File: config.mk
export PLATFORM = sky130hd
export DESIGN_NAME = instr_decoder
export DESIGN_NICKNAME = d
export VERILOG_FILES = /design/src/rtl/decoder_pkg.sv /design/src/rtl/decode_comb.sv /design/src/rtl/instr_decoder.sv
export SDC_FILE = /design/constraint.sdc
export NUM_CORES = 1
export LEC_CHECK = 0
export ABC_AREA = 1
export CAP_MARGIN = 40
export CORE_MARGIN = 3
export CORE_UTILIZATION = 51
export CTS_BUF_LIST = sky130_fd_sc_hd__clkbuf_16
export DETAILED_ROUTE_END_ITERATION = 10
export GPL_ROUTABILITY_DRIVEN = 1
export PLACE_DENSITY = 0.77
export SYNTH_ARGS = -nofsm -noshare
export SYNTH_HDL_FRONTEND = slang
export SYNTH_HIERARCHICAL = 1
export SYNTH_SLANG_ARGS = --single-unit
export TNS_END_PERCENT = 1
File: constraint.sdc
create_clock -name clk -period 2.4 [get_ports clk]
set_input_delay 0.36 -clock clk [delete_from_list [all_inputs] [get_ports clk]]
set_output_delay 0.36 -clock clk [all_outputs]
set_load 0.005 [all_outputs]
File: src/rtl/decoder_pkg.sv
// decoder_pkg: opcodes, one-hot operation indices and the decoded bundle type for the RV32IM decode stage
package decoder_pkg;
    localparam int XLEN  = 32;
    localparam int OPV_W = 48;
    localparam logic [6:0] OP = 7'b0110011, OP_IMM = 7'b0010011, LOAD = 7'b0000011,
        STORE = 7'b0100011, BRANCH = 7'b1100011, JAL = 7'b1101111, JALR = 7'b1100111,
        LUI = 7'b0110111, AUIPC = 7'b0010111, SYSTEM = 7'b1110011, MISC_MEM = 7'b0001111;
    typedef logic [5:0] opv_idx_t;
    localparam opv_idx_t OPV_ADD = 6'd0, OPV_SUB = 6'd1, OPV_XOR = 6'd2, OPV_OR = 6'd3,
        OPV_AND = 6'd4, OPV_SLL = 6'd5, OPV_SRL = 6'd6, OPV_SRA = 6'd7, OPV_SLT = 6'd8,
        OPV_SLTU = 6'd9, OPV_ADDI = 6'd10, OPV_XORI = 6'd11, OPV_ORI = 6'd12,
        OPV_ANDI = 6'd13, OPV_SLLI = 6'd14, OPV_SRLI = 6'd15, OPV_SRAI = 6'd16,
        OPV_SLTI = 6'd17, OPV_SLTIU = 6'd18, OPV_LB = 6'd19, OPV_LH = 6'd20,
        OPV_LW = 6'd21, OPV_LBU = 6'd22, OPV_LHU = 6'd23, OPV_SB = 6'd24, OPV_SH = 6'd25,
        OPV_SW = 6'd26, OPV_BEQ = 6'd27, OPV_BNE = 6'd28, OPV_BLT = 6'd29,
        OPV_BGE = 6'd30, OPV_BLTU = 6'd31, OPV_BGEU = 6'd32, OPV_JAL = 6'd33,
        OPV_JALR = 6'd34, OPV_LUI = 6'd35, OPV_AUIPC = 6'd36, OPV_ECALL = 6'd37,
        OPV_EBREAK = 6'd38, OPV_FENCE = 6'd39, OPV_MUL = 6'd40, OPV_MULH = 6'd41,
        OPV_MULHU = 6'd42, OPV_MULHSU = 6'd43, OPV_DIV = 6'd44, OPV_DIVU = 6'd45,
        OPV_REM = 6'd46, OPV_REMU = 6'd47;
    // funct3-indexed lookup tables; unused load/branch slots are rejected by the decoder
    localparam opv_idx_t OP_MAP [8] = '{OPV_ADD, OPV_SLL, OPV_SLT, OPV_SLTU,
                                        OPV_XOR, OPV_SRL, OPV_OR, OPV_AND};
    localparam opv_idx_t OPM_MAP [8] = '{OPV_MUL, OPV_MULH, OPV_MULHSU, OPV_MULHU,
                                         OPV_DIV, OPV_DIVU, OPV_REM, OPV_REMU};
    localparam opv_idx_t OPI_MAP [8] = '{OPV_ADDI, OPV_SLLI, OPV_SLTI, OPV_SLTIU,
                                         OPV_XORI, OPV_SRLI, OPV_ORI, OPV_ANDI};
    localparam opv_idx_t LD_MAP [8] = '{OPV_LB, OPV_LH, OPV_LW, OPV_LB,
                                        OPV_LBU, OPV_LHU, OPV_LB, OPV_LB};
    localparam opv_idx_t BR_MAP [8] = '{OPV_BEQ, OPV_BNE, OPV_BEQ, OPV_BEQ,
                                        OPV_BLT, OPV_BGE, OPV_BLTU, OPV_BGEU};
    typedef struct packed {
        logic [OPV_W-1:0] instructions;
        logic [4:0]       rs1_addr;
        logic [4:0]       rs2_addr;
        logic [4:0]       rd_addr;
        logic [XLEN-1:0]  imm;
        logic             alu_enable;
        logic             rd_write;
        logic             illegal;
        logic [XLEN-1:0]  pc;
    } decoded_t;
endpackage

File: src/rtl/decode_comb.sv
// decode_comb: combinational RV32IM instruction word to decoded bundle
module decode_comb
    import decoder_pkg::*;
(
    input  logic [31:0]     i_instr,
    input  logic [XLEN-1:0] i_pc,
    output decoded_t        o_dec
);
    logic [6:0] w_op;
    logic [2:0] w_f3;
    logic [6:0] w_f7;
    logic [4:0] w_rd;
    logic       w_ok;
    opv_idx_t   w_idx;
    logic [XLEN-1:0] w_imm_i, w_imm_s, w_imm_b, w_imm_u, w_imm_j, w_imm;
    assign w_op = i_instr[6:0];
    assign w_f3 = i_instr[14:12];
    assign w_f7 = i_instr[31:25];
    assign w_rd = i_instr[11:7];
    assign w_imm_i = {{20{i_instr[31]}}, i_instr[31:20]};
    assign w_imm_s = {{20{i_instr[31]}}, i_instr[31:25], i_instr[11:7]};
    assign w_imm_b = {{19{i_instr[31]}}, i_instr[31], i_instr[7], i_instr[30:25], i_instr[11:8], 1'b0};
    assign w_imm_u = {i_instr[31:12], 12'b0};
    assign w_imm_j = {{11{i_instr[31]}}, i_instr[31], i_instr[19:12], i_instr[20], i_instr[30:21], 1'b0};
    always_comb begin
        w_ok  = 1'b0;
        w_idx = OPV_ADD;
        w_imm = '0;
        case (w_op)
            OP: begin
                w_ok  = w_f7 == 7'h00 || w_f7 == 7'h01 || (w_f7 == 7'h20 && (w_f3 == 3'd0 || w_f3 == 3'd5));
                w_idx = w_f7 == 7'h01 ? OPM_MAP[w_f3] : w_f7 == 7'h20 ? (w_f3 == 3'd5 ? OPV_SRA : OPV_SUB) : OP_MAP[w_f3];
            end
            OP_IMM: begin
                w_ok  = w_f3 == 3'd1 ? w_f7 == 7'h00 : w_f3 == 3'd5 ? (w_f7 == 7'h00 || w_f7 == 7'h20) : 1'b1;
                w_idx = (w_f3 == 3'd5 && w_f7[5]) ? OPV_SRAI : OPI_MAP[w_f3];
                w_imm = w_imm_i;
            end
            LOAD: begin
                w_ok  = w_f3 != 3'd3 && w_f3 < 3'd6;
                w_idx = LD_MAP[w_f3];
                w_imm = w_imm_i;
            end
            STORE: begin
                w_ok  = w_f3 < 3'd3;
                w_idx = OPV_SB + {3'b0, w_f3};
                w_imm = w_imm_s;
            end
            BRANCH: begin
                w_ok  = w_f3 != 3'd2 && w_f3 != 3'd3;
                w_idx = BR_MAP[w_f3];
                w_imm = w_imm_b;
            end
            JAL: begin
                w_ok  = 1'b1;
                w_idx = OPV_JAL;
                w_imm = w_imm_j;
            end
            JALR: begin
                w_ok  = w_f3 == 3'd0;
                w_idx = OPV_JALR;
                w_imm = w_imm_i;
            end
            LUI, AUIPC: begin
                w_ok  = 1'b1;
                w_idx = w_op == LUI ? OPV_LUI : OPV_AUIPC;
                w_imm = w_imm_u;
            end
            SYSTEM: begin
                w_ok  = i_instr == 32'h0000_0073 || i_instr == 32'h0010_0073;
                w_idx = i_instr[20] ? OPV_EBREAK : OPV_ECALL;
                w_imm = w_imm_i;
            end
            MISC_MEM: begin
                w_ok  = w_f3 == 3'd0;
                w_idx = OPV_FENCE;
                w_imm = w_imm_i;
            end
            default: w_ok = 1'b0;
        endcase
    end
    always_comb begin
        o_dec              = '0;
        o_dec.instructions = w_ok ? {{(OPV_W-1){1'b0}}, 1'b1} << w_idx : '0;
        o_dec.rs1_addr     = i_instr[19:15];
        o_dec.rs2_addr     = i_instr[24:20];
        o_dec.rd_addr      = w_rd;
        o_dec.imm          = w_imm;
        o_dec.alu_enable   = w_ok && (w_idx <= OPV_SLTIU || w_idx >= OPV_MUL);
        o_dec.rd_write     = w_ok && w_rd != 5'd0 && !((w_idx >= OPV_SB && w_idx <= OPV_BGEU) || (w_idx >= OPV_ECALL && w_idx <= OPV_FENCE));
        o_dec.illegal      = !w_ok;
        o_dec.pc           = i_pc;
    end
endmodule

File: src/rtl/instr_decoder.sv
// instr_decoder: registered RV32IM decode stage with a 2-entry skid buffer on a valid/ready pipe
module instr_decoder
    import decoder_pkg::*;
(
    input  logic             clk,
    input  logic             rst,
    input  logic             in_valid,
    output logic             in_ready,
    input  logic [31:0]      instr_in,
    input  logic [XLEN-1:0]  pc_in,
    input  logic             flush,
    output logic             out_valid,
    input  logic             out_ready,
    output logic [OPV_W-1:0] instructions,
    output logic [4:0]       rs1_addr,
    output logic [4:0]       rs2_addr,
    output logic [4:0]       rd_addr,
    output logic [XLEN-1:0]  imm,
    output logic             alu_enable,
    output logic             rd_write,
    output logic [XLEN-1:0]  pc_out,
    output logic             illegal
);
    decoded_t w_dec, r_out, r_skid;
    logic r_out_valid, r_skid_valid, r_in_ready;
    logic w_acc, w_load, w_skid_nv;
    decode_comb u_decode (.i_instr(instr_in), .i_pc(pc_in), .o_dec(w_dec));
    assign w_acc     = in_valid && r_in_ready && !flush;
    assign w_load    = !r_out_valid || out_ready;
    // skid only fills when the output is held; a draining output always takes the skid entry first
    assign w_skid_nv = !w_load && (r_skid_valid || w_acc);
    always_ff @(posedge clk) begin
        if (rst || flush) begin
            r_out        <= '0;
            r_skid       <= '0;
            r_out_valid  <= 1'b0;
            r_skid_valid <= 1'b0;
            r_in_ready   <= 1'b1;
        end else begin
            r_out_valid  <= w_load ? (r_skid_valid || w_acc) : 1'b1;
            r_skid_valid <= w_skid_nv;
            r_in_ready   <= !w_skid_nv;
            if (w_load && (r_skid_valid || w_acc))
                r_out <= r_skid_valid ? r_skid : w_dec;
            if (!w_load && w_acc)
                r_skid <= w_dec;
        end
    end
    assign in_ready     = r_in_ready;
    assign out_valid    = r_out_valid;
    assign instructions = r_out.instructions;
    assign rs1_addr     = r_out.rs1_addr;
    assign rs2_addr     = r_out.rs2_addr;
    assign rd_addr      = r_out.rd_addr;
    assign imm          = r_out.imm;
    assign alu_enable   = r_out.alu_enable;
    assign rd_write     = r_out.rd_write;
    assign pc_out       = r_out.pc;
    assign illegal      = r_out.illegal;
endmodule

==> results.json <==
{
  "fp.dieW_um": 176,
  "cap_viol_max_count": 0,
  "period_share": 0.922,
  "cts_buffers": 29,
  "hold_depth": 6,
  "synthToLayoutAreaGrowth_pct": 27.1,
  "status": "finished, final reports clean",
  "crit_required_ns": 2.88,
  "tightest_slew_ns": 0.609,
  "ys_warn_count": 6,
  "totalWireLength_um": 43100,
  "drc": 0,
  "cts_tree": "done",
  "drt_iter0_markers": 1264,
  "port_buffers": 200,
  "min_to": "r_skid[42]$_SDFFE_PP0P_",
  "clk_pin_slew_worst_paths_ns": 0.06,
  "dr.pass1.iters": 5,
  "grt_use_total": 0.269,
  "synth_top_area_cell": "dfxtp_1",
  "first_global_vias": 14400,
  "post-place-cells": 2937,
  "globalplace.congestion": 0.972,
  "setup_viol": 0,
  "reg2reg_depth": 6,
  "rsz0062_at_grt": "no",
  "drive_gt1_frac": 0.125,
  "start_kind": "primary input",
  "place_area_mm2": 0.0175,
  "avgSynthCellArea_um2": 6.09,
  "cts-root-buf": "clkbuf_16",
  "die_area_mm2": 0.0310,
  "total_power_mw": 9.79,
  "slew-limit-headroom": 0.594,
  "fillCellCount": 2513,
  "final_util": 0.666,
  "vias_per_cell": 5.18,
  "synth_top_area_share": 0.357,
  "die_h_um": 176,
  "grt_pass1_wl_um": 70500,
  "cts_buffer_depth": 3,
  "powerDensity_mw_per_mm2": 521,
  "final_max_slew_viol_count": 0,
  "holdCritStartpoint": "instr_in[27]",
  "start_util": 0.524,
  "cts_sinks": 263,
  "antenna_found_initial": 2,
  "whs_ns": 0.383,
  "fin_area_mm2": 0.0188,
  "r2r-start": "r_skid_valid$_SDFF_PP0_",
  "netlist_area_mm2": 0.0148,
  "worst_r2r_endpoint": "instructions[2]$_SDFFE_PP0P_",
  "synth_seq_cells": 263,
  "crit_fanout": 7,
  "synth_area_leaders": "dfxtp_1 36%, nand2_1 12%, nor2_1 12%, nand3_1 9.8%, a21oi_1 8.9%",
  "crit_type": "primary input to flip-flop",
  "grt_max_degree": 132,
  "clock_latency_ns": 0.56,
  "synth_cell_types": 33,
  "yosysSeqAreaShare": 0.357,
  "core_area_mm2": 0.0282,
  "hp-class": "primary input to flip-flop",
  "num_io_pins": 201,
  "endpoint_kind": "flip-flop",
  "synthesis.nets": 2500,
  "vdd_drop_max_uv": 507,
  "overflow": 0,
  "leakage_nw": 8.55,
  "fin_nets": 2678,
  "fin_cells": 3004,
  "syn_inst": 2424,
  "critPathArrivalTime_ns": 2.69,
  "fmax_mhz": 452,
  "htreeDepth": 1,
  "dpl.hpwl_um": 28300,
  "ant_nets": 0,
  "hold_viol_final": 0,
  "fin_skew_ns": 0.0149,
  "wl_per_cell_um": 14.4,
  "r2r_setup_slack_ns": 0.72,
  "via_count": 15600,
  "final.min_clock_period_ns": 2.21,
  "rows": 61
}
## worst max-delay path, stage by stage
cell             delay [ns]
clkdlybuf4s50_1        0.46
inv_1                  0.17
nand4_1                0.13
nor2_1                 0.13
nand3_1                0.07
nor2_1                 0.13
nor2_1                 0.06
nand3_1                0.13
nor2_2                 0.08
inv_4                  0.12
nand3_4                0.16
nor2_2                 0.17
buf_4                  0.13
inv_1                  0.03
nor2_1                 0.08
nor2_1                 0.05
nand3_1                0.07
nand2_1                0.05
nor2_1                 0.10
## flip-flops by register name, summed over array words and instances, names as in the netlist
name and cells:
rs2_addr 5, r_skid 130, out_valid 1, illegal 1, r_skid_valid 1, instructions 48, rs1_addr 5, rd_addr 5
alu_enable 1, rd_write 1, pc_out 32, imm 32, in_ready 1
## area by class of cell
class / instances / area (um^2) / share of cell area
Antenna cell: 2 / 5.00 / 0.000267
Clock buffer: 29 / 726 / 0.0387
Clock inverter: 24 / 133 / 0.00707
Inverter: 331 / 1260 / 0.0673
Multi-Input combinational cell: 1622 / 7430 / 0.396
Sequential cell: 263 / 5270 / 0.281
Tap cell: 378 / 473 / 0.0252
Timing Repair Buffer: 355 / 3470 / 0.185
## Yosys cell counts (all sizes together)
| master | count |
|---|---|
| clkbuf | 48 |
| buf | 160 |
| nor3 | 6 |
| o21ai | 32 |
| or2 | 1 |
| a221oi | 1 |
| nand4 | 4 |
| nor2 | 506 |
| nand2 | 494 |
| nor4 | 2 |
| dfxtp | 263 |
| inv | 331 |
| nand3 | 295 |
| a21oi | 265 |
| a31oi | 2 |
| a21boi | 1 |
| o22ai | 6 |
| ha | 7 |
## how the worst max path moves through the flow
| stage | depth (start not counted) | to | slack (ns) | startpoint |
|---|---|---|---|---|
| finish | 19 | instructions[24]$_SDFFE_PP0P_ | 0.19 | instr_in[15] |
| global route | 19 | instructions[24]$_SDFFE_PP0P_ | 0.0007 | instr_in[15] |
| floorplan | 21 | rd_write$_SDFFE_PP0P_ | 0.12 | instr_in[13] |
| global placement | 18 | instructions[25]$_SDFFE_PP0P_ | -0.84 | instr_in[12] |
| detailed placement | 18 | instructions[25]$_SDFFE_PP0P_ | -0.86 | instr_in[12] |
| CTS | 21 | instructions[15]$_SDFFE_PP0P_ | -0.002 | instr_in[14] |
## what timing repair did
action | CTS | global route
setup endpoints to repair | 53 | 97
buffers inserted | 3 | 9
pin swaps | 6 | 23
resized for setup | 32 | 72
hold buffers | 0 | 0
## per-stage QoR
step | setup slack (ns) | TNS, ns
4_1_cts | -0.00171 | -0.00171
5_1_grt | 0.000656 | 0
3_5_place_dp | -0.864 | -73.87
3_3_place_gp | -0.839 | -70.90
2_1_floorplan | 0.124 | 0
6_report | 0.186 | 0
## cells by family after synthesis
group,Yosys count,share of synthesized area
compound gates,307,0.105
fa+ha+maj,7,0.00593
buf+inv,539,0.159
simple gates,1308,0.373
flops,263,0.357
## report_power, final
group          switching, mW  internal (mW)  leakage [nW]  total (mW)
sequential            0.0420           4.44          2.13        4.48
combinational          0.680          0.535          5.96        1.21
clock                   1.81           2.29         0.459        4.09
total                   2.53           7.26          8.55        9.79
## metal layers
metal | wire [um] | track usage | up-vias
met5 | 0 | 0 | -
met4 | 1250 | 0.0851 | 0
met3 | 2670 | 0.0419 | 79
met2 | 20400 | 0.451 | 456
met1 | 18800 | 0.355 | 7241
li1 | - | - | 7797
## cell usage in the layout, fill, tap and decap left out, types with 6 or more instances in the layout
cell type / n
nand2_1: 466
nor2_1: 445
inv_1: 312
nand3_1: 287
a21oi_1: 264
dfxtp_1: 262
clkdlybuf4s50_1: 183
buf_4: 130
nor2_2: 37
clkbuf_16: 29
o21ai_0: 25
nor2_4: 24
nand2_2: 23
inv_2: 21
buf_12: 20
dlymetal6s2s_1: 14
clkinv_1: 7
o21ai_1: 7
clkinv_2: 6
o22ai_1: 6
ha_1: 6
No activity file was read; power rests on OpenSTA's default activity.
